<file path="src/rtl/riscv_pkg.sv">
// rtl/riscv_pkg.sv - shared fetch widths, reset constants and the fetch packet type
package riscv_pkg;

    localparam int PC_WIDTH    = 16;
    localparam int INSTR_WIDTH = 32;

    localparam logic [PC_WIDTH-1:0]    RESET_PC  = 16'h0000;
    localparam logic [INSTR_WIDTH-1:0] NOP_INSTR = 32'h00000013;

    typedef struct packed {
        logic [PC_WIDTH-1:0]    pc;
        logic [INSTR_WIDTH-1:0] instr;
    } fetch_pkt_t;

    function automatic logic [PC_WIDTH-1:0] word_align(input logic [PC_WIDTH-1:0] addr);
        return {addr[PC_WIDTH-1:2], 2'b00};
    endfunction

endpackage

</file>
<file path="src/rtl/fetch_stage_if.sv">
// rtl/fetch_stage_if.sv - fetch-to-decode valid/ready handshake carrying {pc, instr}
interface fetch_stage_if;
    import riscv_pkg::*;

    logic                   if_valid;
    logic                   if_ready;
    logic [PC_WIDTH-1:0]    if_pc;
    logic [INSTR_WIDTH-1:0] if_instr;

    modport master (output if_valid, output if_pc, output if_instr, input if_ready);
    modport slave  (input if_valid, input if_pc, input if_instr, output if_ready);

endinterface

</file>
<file path="src/rtl/fetch_skid_buffer.sv">
// rtl/fetch_skid_buffer.sv - 2-entry in-order holding buffer; head entry is the decode output register
module fetch_skid_buffer
    import riscv_pkg::*;
(
    input  logic       clk,
    input  logic       rst,
    input  logic       push,
    input  fetch_pkt_t push_pkt,
    input  logic       pop,
    input  logic       flush,
    output logic       head_valid,
    output fetch_pkt_t head_pkt,
    output logic       full,
    output logic       empty,
    output logic [1:0] count
);

    logic       skid_valid;
    fetch_pkt_t skid_pkt;
    logic       pop_eff;

    assign pop_eff = pop & head_valid;
    assign full    = head_valid & skid_valid;
    assign empty   = ~head_valid;
    assign count   = {1'b0, head_valid} + {1'b0, skid_valid};

    // Entries fill head first, so skid_valid implies head_valid and order is preserved.
    always_ff @(posedge clk) begin
        if (rst) begin
            head_valid <= 1'b0;
            skid_valid <= 1'b0;
            head_pkt   <= '{pc: '0, instr: NOP_INSTR};
            skid_pkt   <= '{pc: '0, instr: NOP_INSTR};
        end else if (flush) begin
            head_valid <= 1'b0;
            skid_valid <= 1'b0;
        end else if (pop_eff) begin
            if (skid_valid) begin
                head_pkt <= skid_pkt;
                if (push) begin
                    skid_pkt <= push_pkt;
                end else begin
                    skid_valid <= 1'b0;
                end
            end else if (push) begin
                head_pkt <= push_pkt;
            end else begin
                head_valid <= 1'b0;
            end
        end else if (push) begin
            if (!head_valid) begin
                head_pkt   <= push_pkt;
                head_valid <= 1'b1;
            end else if (!skid_valid) begin
                skid_pkt   <= push_pkt;
                skid_valid <= 1'b1;
            end
        end
    end

endmodule

</file>
<file path="src/rtl/fetch_stage.sv">
// rtl/fetch_stage.sv - PC, imem issue control and inflight tracking feeding the decode handshake
module fetch_stage
    import riscv_pkg::*;
#(
    parameter logic [PC_WIDTH-1:0] RESET_PC = riscv_pkg::RESET_PC
) (
    input  logic                   clk,
    input  logic                   rst,
    output logic                   imem_en,
    output logic [PC_WIDTH-1:0]    imem_addr,
    input  logic [INSTR_WIDTH-1:0] imem_rdata,
    input  logic                   redirect_valid,
    input  logic [PC_WIDTH-1:0]    redirect_pc,
    fetch_stage_if.master          dec,
    output logic [PC_WIDTH-1:0]    pc,
    output logic [PC_WIDTH-1:0]    pc_next
);

    logic                inflight;
    logic [PC_WIDTH-1:0] inflight_pc;
    logic                fire;
    logic [2:0]          occ;
    logic                buf_valid;
    fetch_pkt_t          head_pkt;
    fetch_pkt_t          ret_pkt;
    logic                buf_full;
    logic                buf_empty;
    logic [1:0]          buf_count;

    assign fire    = buf_valid & dec.if_ready;
    assign occ     = {1'b0, buf_count} + {2'b00, inflight} - {2'b00, fire};
    assign ret_pkt = '{pc: inflight_pc, instr: imem_rdata};

    // An outstanding request already owns a slot, so issue only while a slot is left.
    assign imem_en   = ~rst & ~redirect_valid & (occ < 3'd2);
    assign imem_addr = pc;

    always_comb begin
        pc_next = pc;
        if (rst) begin
            pc_next = RESET_PC;
        end else if (redirect_valid) begin
            pc_next = word_align(redirect_pc);
        end else if (imem_en) begin
            pc_next = pc + PC_WIDTH'(4);
        end
    end

    always_ff @(posedge clk) begin
        pc <= pc_next;
        if (rst) begin
            inflight    <= 1'b0;
            inflight_pc <= '0;
        end else begin
            inflight <= imem_en;
            if (imem_en) begin
                inflight_pc <= pc;
            end
        end
    end

    fetch_skid_buffer u_skid (
        .clk        (clk),
        .rst        (rst),
        .push       (inflight),
        .push_pkt   (ret_pkt),
        .pop        (fire),
        .flush      (redirect_valid),
        .head_valid (buf_valid),
        .head_pkt   (head_pkt),
        .full       (buf_full),
        .empty      (buf_empty),
        .count      (buf_count)
    );

    assign dec.if_valid = ~buf_empty;
    assign dec.if_pc    = head_pkt.pc;
    assign dec.if_instr = head_pkt.instr;

    no_overflow: assert property (@(posedge clk) disable iff (rst)
        !(inflight && buf_full && !fire && !redirect_valid));

endmodule

</file>
<file path="src/flat_wrapper.sv">
// flat-port wrapper written by rule: the top's interface ports become plain ports
module fetch_stage_flat import riscv_pkg::*;
#(
    parameter logic [PC_WIDTH-1:0] RESET_PC = riscv_pkg::RESET_PC
)
  (clk, rst, imem_en, imem_addr, imem_rdata, redirect_valid, redirect_pc, pc, pc_next, dec_if_valid, dec_if_pc, dec_if_instr, dec_if_ready);
  fetch_stage_if dec_i ();
  input  logic clk;
  input  logic rst;
  output logic imem_en;
  output logic [PC_WIDTH-1:0] imem_addr;
  input  logic [INSTR_WIDTH-1:0] imem_rdata;
  input  logic redirect_valid;
  input  logic [PC_WIDTH-1:0] redirect_pc;
  output logic [PC_WIDTH-1:0] pc;
  output logic [PC_WIDTH-1:0] pc_next;
  output wire logic [$bits(dec_i.if_valid)-1:0] dec_if_valid;
  output wire logic [$bits(dec_i.if_pc)-1:0] dec_if_pc;
  output wire logic [$bits(dec_i.if_instr)-1:0] dec_if_instr;
  input wire logic [$bits(dec_i.if_ready)-1:0] dec_if_ready;
  assign dec_if_valid = dec_i.if_valid;
  assign dec_if_pc = dec_i.if_pc;
  assign dec_if_instr = dec_i.if_instr;
  assign dec_i.if_ready = dec_if_ready;
  fetch_stage #(.RESET_PC(RESET_PC)) u_core (.clk(clk), .rst(rst), .imem_en(imem_en), .imem_addr(imem_addr), .imem_rdata(imem_rdata), .redirect_valid(redirect_valid), .redirect_pc(redirect_pc), .dec(dec_i), .pc(pc), .pc_next(pc_next));
endmodule
</file>
<file path="config.mk">
export PLATFORM = sky130hd
export DESIGN_NAME = fetch_stage_flat
export DESIGN_NICKNAME = d
export VERILOG_FILES = /design/src/rtl/riscv_pkg.sv /design/src/rtl/fetch_stage_if.sv /design/src/rtl/fetch_skid_buffer.sv /design/src/rtl/fetch_stage.sv /design/src/flat_wrapper.sv
export SDC_FILE = /design/constraint.sdc
export NUM_CORES = 1
export LEC_CHECK = 0
export ABC_AREA = 1
export CAP_MARGIN = 20
export CORE_MARGIN = 2
export CORE_UTILIZATION = 45
export DETAILED_ROUTE_END_ITERATION = 6
export PLACE_DENSITY = 0.73
export SLEW_MARGIN = 10
export SYNTH_ARGS = -nofsm -noshare
export SYNTH_HDL_FRONTEND = slang
export SYNTH_HIERARCHICAL = 1
export SYNTH_SLANG_ARGS = --single-unit
</file>
<file path="constraint.sdc">
create_clock -name clk -period 7.09 [get_ports clk]
set_clock_uncertainty 0.2 [all_clocks]
set_input_delay 1.418 -clock clk [delete_from_list [all_inputs] [get_ports clk]]
set_output_delay 1.418 -clock clk [all_outputs]
set_load 0.01 [all_outputs]
</file>
==> qor.yml <==
status: "complete, no violations"
grt_pass1_wl_mm: 24.38
vias: 6009
fin_hold_ws_ps: 255.3
die_area_um2: 15470
ir_drop_mv: 0.1480
synthToLayoutAreaGrowth_pct: 28.96
critPathMaxStageDelay_ps: 550
rows: 43
hpwl_mm: 8.907
chipWidth_um: 124.4
synth.top_cells.by_area: "dfxtp_1 40%, nand2_1 15%, nor2_1 9.4%"
busiest_layer: "met2"
drt-pass1-iter-count: 5
fin_crit_ps: 6066
initial_utilization_pct: 46.42
cts_tree: "built"
grt-ovfl-total: 0
rsz0062_at_grt: "no"
cp-end-kind: "output port"
critPathMaxFanout: 18
wl_per_cell_um: 11.44
io_buffers: 147
diodes: 0
grtUsageMet3_pct: 6.229
tns_ps: 0
tightest_slew_ps: 997.7
cp_slowest_cell: "clkdlybuf4s50_1"
layout.nets: 1141
drtIter0Drc: 386
grtUsageMet2_pct: 29.60
critical_path_depth: 15
grt_usage_pct: 18.95
grt_use_met1_pct: 24.72
ys_warn_count: 6
grt_max_degree: 100
cts_resized: 0
fmax_mhz: 164.9
htree_levels: 4
synthCells: 989
vias_per_cell: 4.709
antenna_found_initial: 0
ios: 150
cts_buffers: 17
hp-class: "flip-flop to flip-flop"
yosysSeqAreaShare_pct: 40.23
crit_type: "input port to output port"
ys_types: 29
path_clk_slew_ps: 50
cts_num_sinks: 131
cp_num_buf_inv: 6
postCtsHoldBufs: 0
r2r_cells: 7
crit_chain: "clkdlybuf4s50_1 > nand2_1 > inv_1 > ha_1 > inv_1 > nand2_1 > fa_1 > nand2_2 > nor2_8 > buf_4 > nand3_1 > nand2_1 > o21ai_1 > inv_1 > clkdlybuf4s50_1"
core_um2: 14040
setup_viol: 0
die_h_um: 124.4
multi_input_area_um2: 2989
syn_nets: 1045
cts_setup_buffers: 0
ff_latch_area_um2: 2623
fill_cells: 1332
finalCritPeriodShare_pct: 85.55
ys_ff_latch: 131
routed_wl_mm: 14.59
crit_required_ps: 5470
syn_avg_cell_area_um2: 6.591
crit_family: "buffers and inverters"
critPathLaunchType: "input port"
p_leak_nw: 3.687
synth_area_leader_cell: "dfxtp_1"
critical_path_arrival_ps: 4450
cts-root-buf: "clkbuf_16"
whs_path_depth: 2
max_cap_viol_count: 0
maxSlewViolCount: 0
clk_latency_ps: 410
power_density_nw_per_um2: 219.6
place_congestion: 0.7758
clockBufferDepth: 2
netlist_area_um2: 6519
drive_gt1_share_pct: 4.015
grt_pass1_vias: 5258
synth.top_cell.area_share_pct: 40.23
ant_nets: 0
finalHoldViolations: 0
drc: 0
relSlewSlack_pct: 33.48
-- cell families after synthesis --
family | Yosys count | share of synthesized area (%)
DFF | 131 | 40.23
and+or+nand+nor | 505 | 33.17
buffers and inverters | 208 | 14.34
AOI/OAI and AO/OA | 138 | 10.98
xor gates and xnor gates | 3 | 0.4031
adders and majority gates | 4 | 0.8830
-- Yosys cell counts (all sizes together) --
cell type	number
clkinv	2
xor2	3
ha	3
nand2	254
clkbuf	20
nand3	30
a21oi	64
fa	1
or2	1
nand4	8
buf	56
o21ai	70
inv	130
dfxtp	131
a21boi	1
nor3	1
nand3b	45
nor2	166
a211oi	3
-- final timing paths --
kind,endpoint,slack (ps),startpoint
worst max-delay path,pc_next[8],1020,dec_if_ready
worst max register to register,u_core/u_skid/skid_pkt[37],3890,u_core/u_skid/head_valid
worst min-delay path,u_core/u_skid/skid_pkt[0],260,u_core/u_skid/skid_pkt[0]
worst min register to register,u_core/u_skid/skid_pkt[0],260,u_core/u_skid/skid_pkt[0]
-- sequential cells by signal, summed over array words and instances, names as in the netlist --
signal / cells
u_core/inflight: 1
u_core/u_skid/skid_valid: 1
u_core/inflight_pc: 16
u_core/u_skid/head_pkt: 48
u_core/imem_addr: 16
u_core/u_skid/skid_pkt: 48
u_core/u_skid/head_valid: 1
-- metal layers --
| layer | part of all wire, % | vias up |
|---|---|---|
| li1 | - | 3228 |
| met1 | 49 | 2600 |
| met2 | 43 | 162 |
| met3 | 6.3 | 19 |
| met4 | 1.5 | 0 |
| met5 | 0 | - |
-- metrics by stage --
step           util [%]  area (um2)  setup slack, ps  power [W]  std cells
2_1_floorplan         -        6519             2321  0.0009447        989
3_3_place_gp      55.84        7841             1071   0.001055       1245
3_5_place_dp      55.84        7841             1045   0.001056       1245
4_1_cts           59.67        8379             1021   0.001867       1275
5_1_grt           59.87        8407            829.9   0.001936       1276
6_report          59.87        8407             1024   0.001846       1276
-- worst register-to-register path: cells and delay by family, from the launching register on --
family                 cells  cell delay, ps
flip-flops                 1             500
buffers and inverters      1             140
AND/OR/NAND/NOR            6            2260
-- layout make-up --
type                       instances  share of cell area [%]
clock buffer                      25                   5.775
tap                              180                   2.679
inverter                         132                   5.894
timing repair buffer             153                   18.28
sequential                       131                   31.20
clock inverter                     5                  0.6251
multi-input combinational        650                   35.56
-- layout by cell type, fill, tap and decap left out, types with 5 or more instances in the layout --
master	n
o21ai_0	53
nand3b_1	45
buf_4	5
dfxtp_1	131
clkdlybuf4s50_1	147
nand3_1	29
inv_1	129
clkbuf_1	5
nor2_1	162
nand4_1	8
clkbuf_16	17
o21ai_1	17
nand2_1	251
a21oi_1	64
-- power breakdown --
part | switching [W] | internal (W) | total [W]
registers | 0.0000252 | 0.000768 | 0.000793
clock network | 0.000299 | 0.000504 | 0.000803
logic | 0.000122 | 0.000129 | 0.000250
Power figures use the tool's default switching activity.
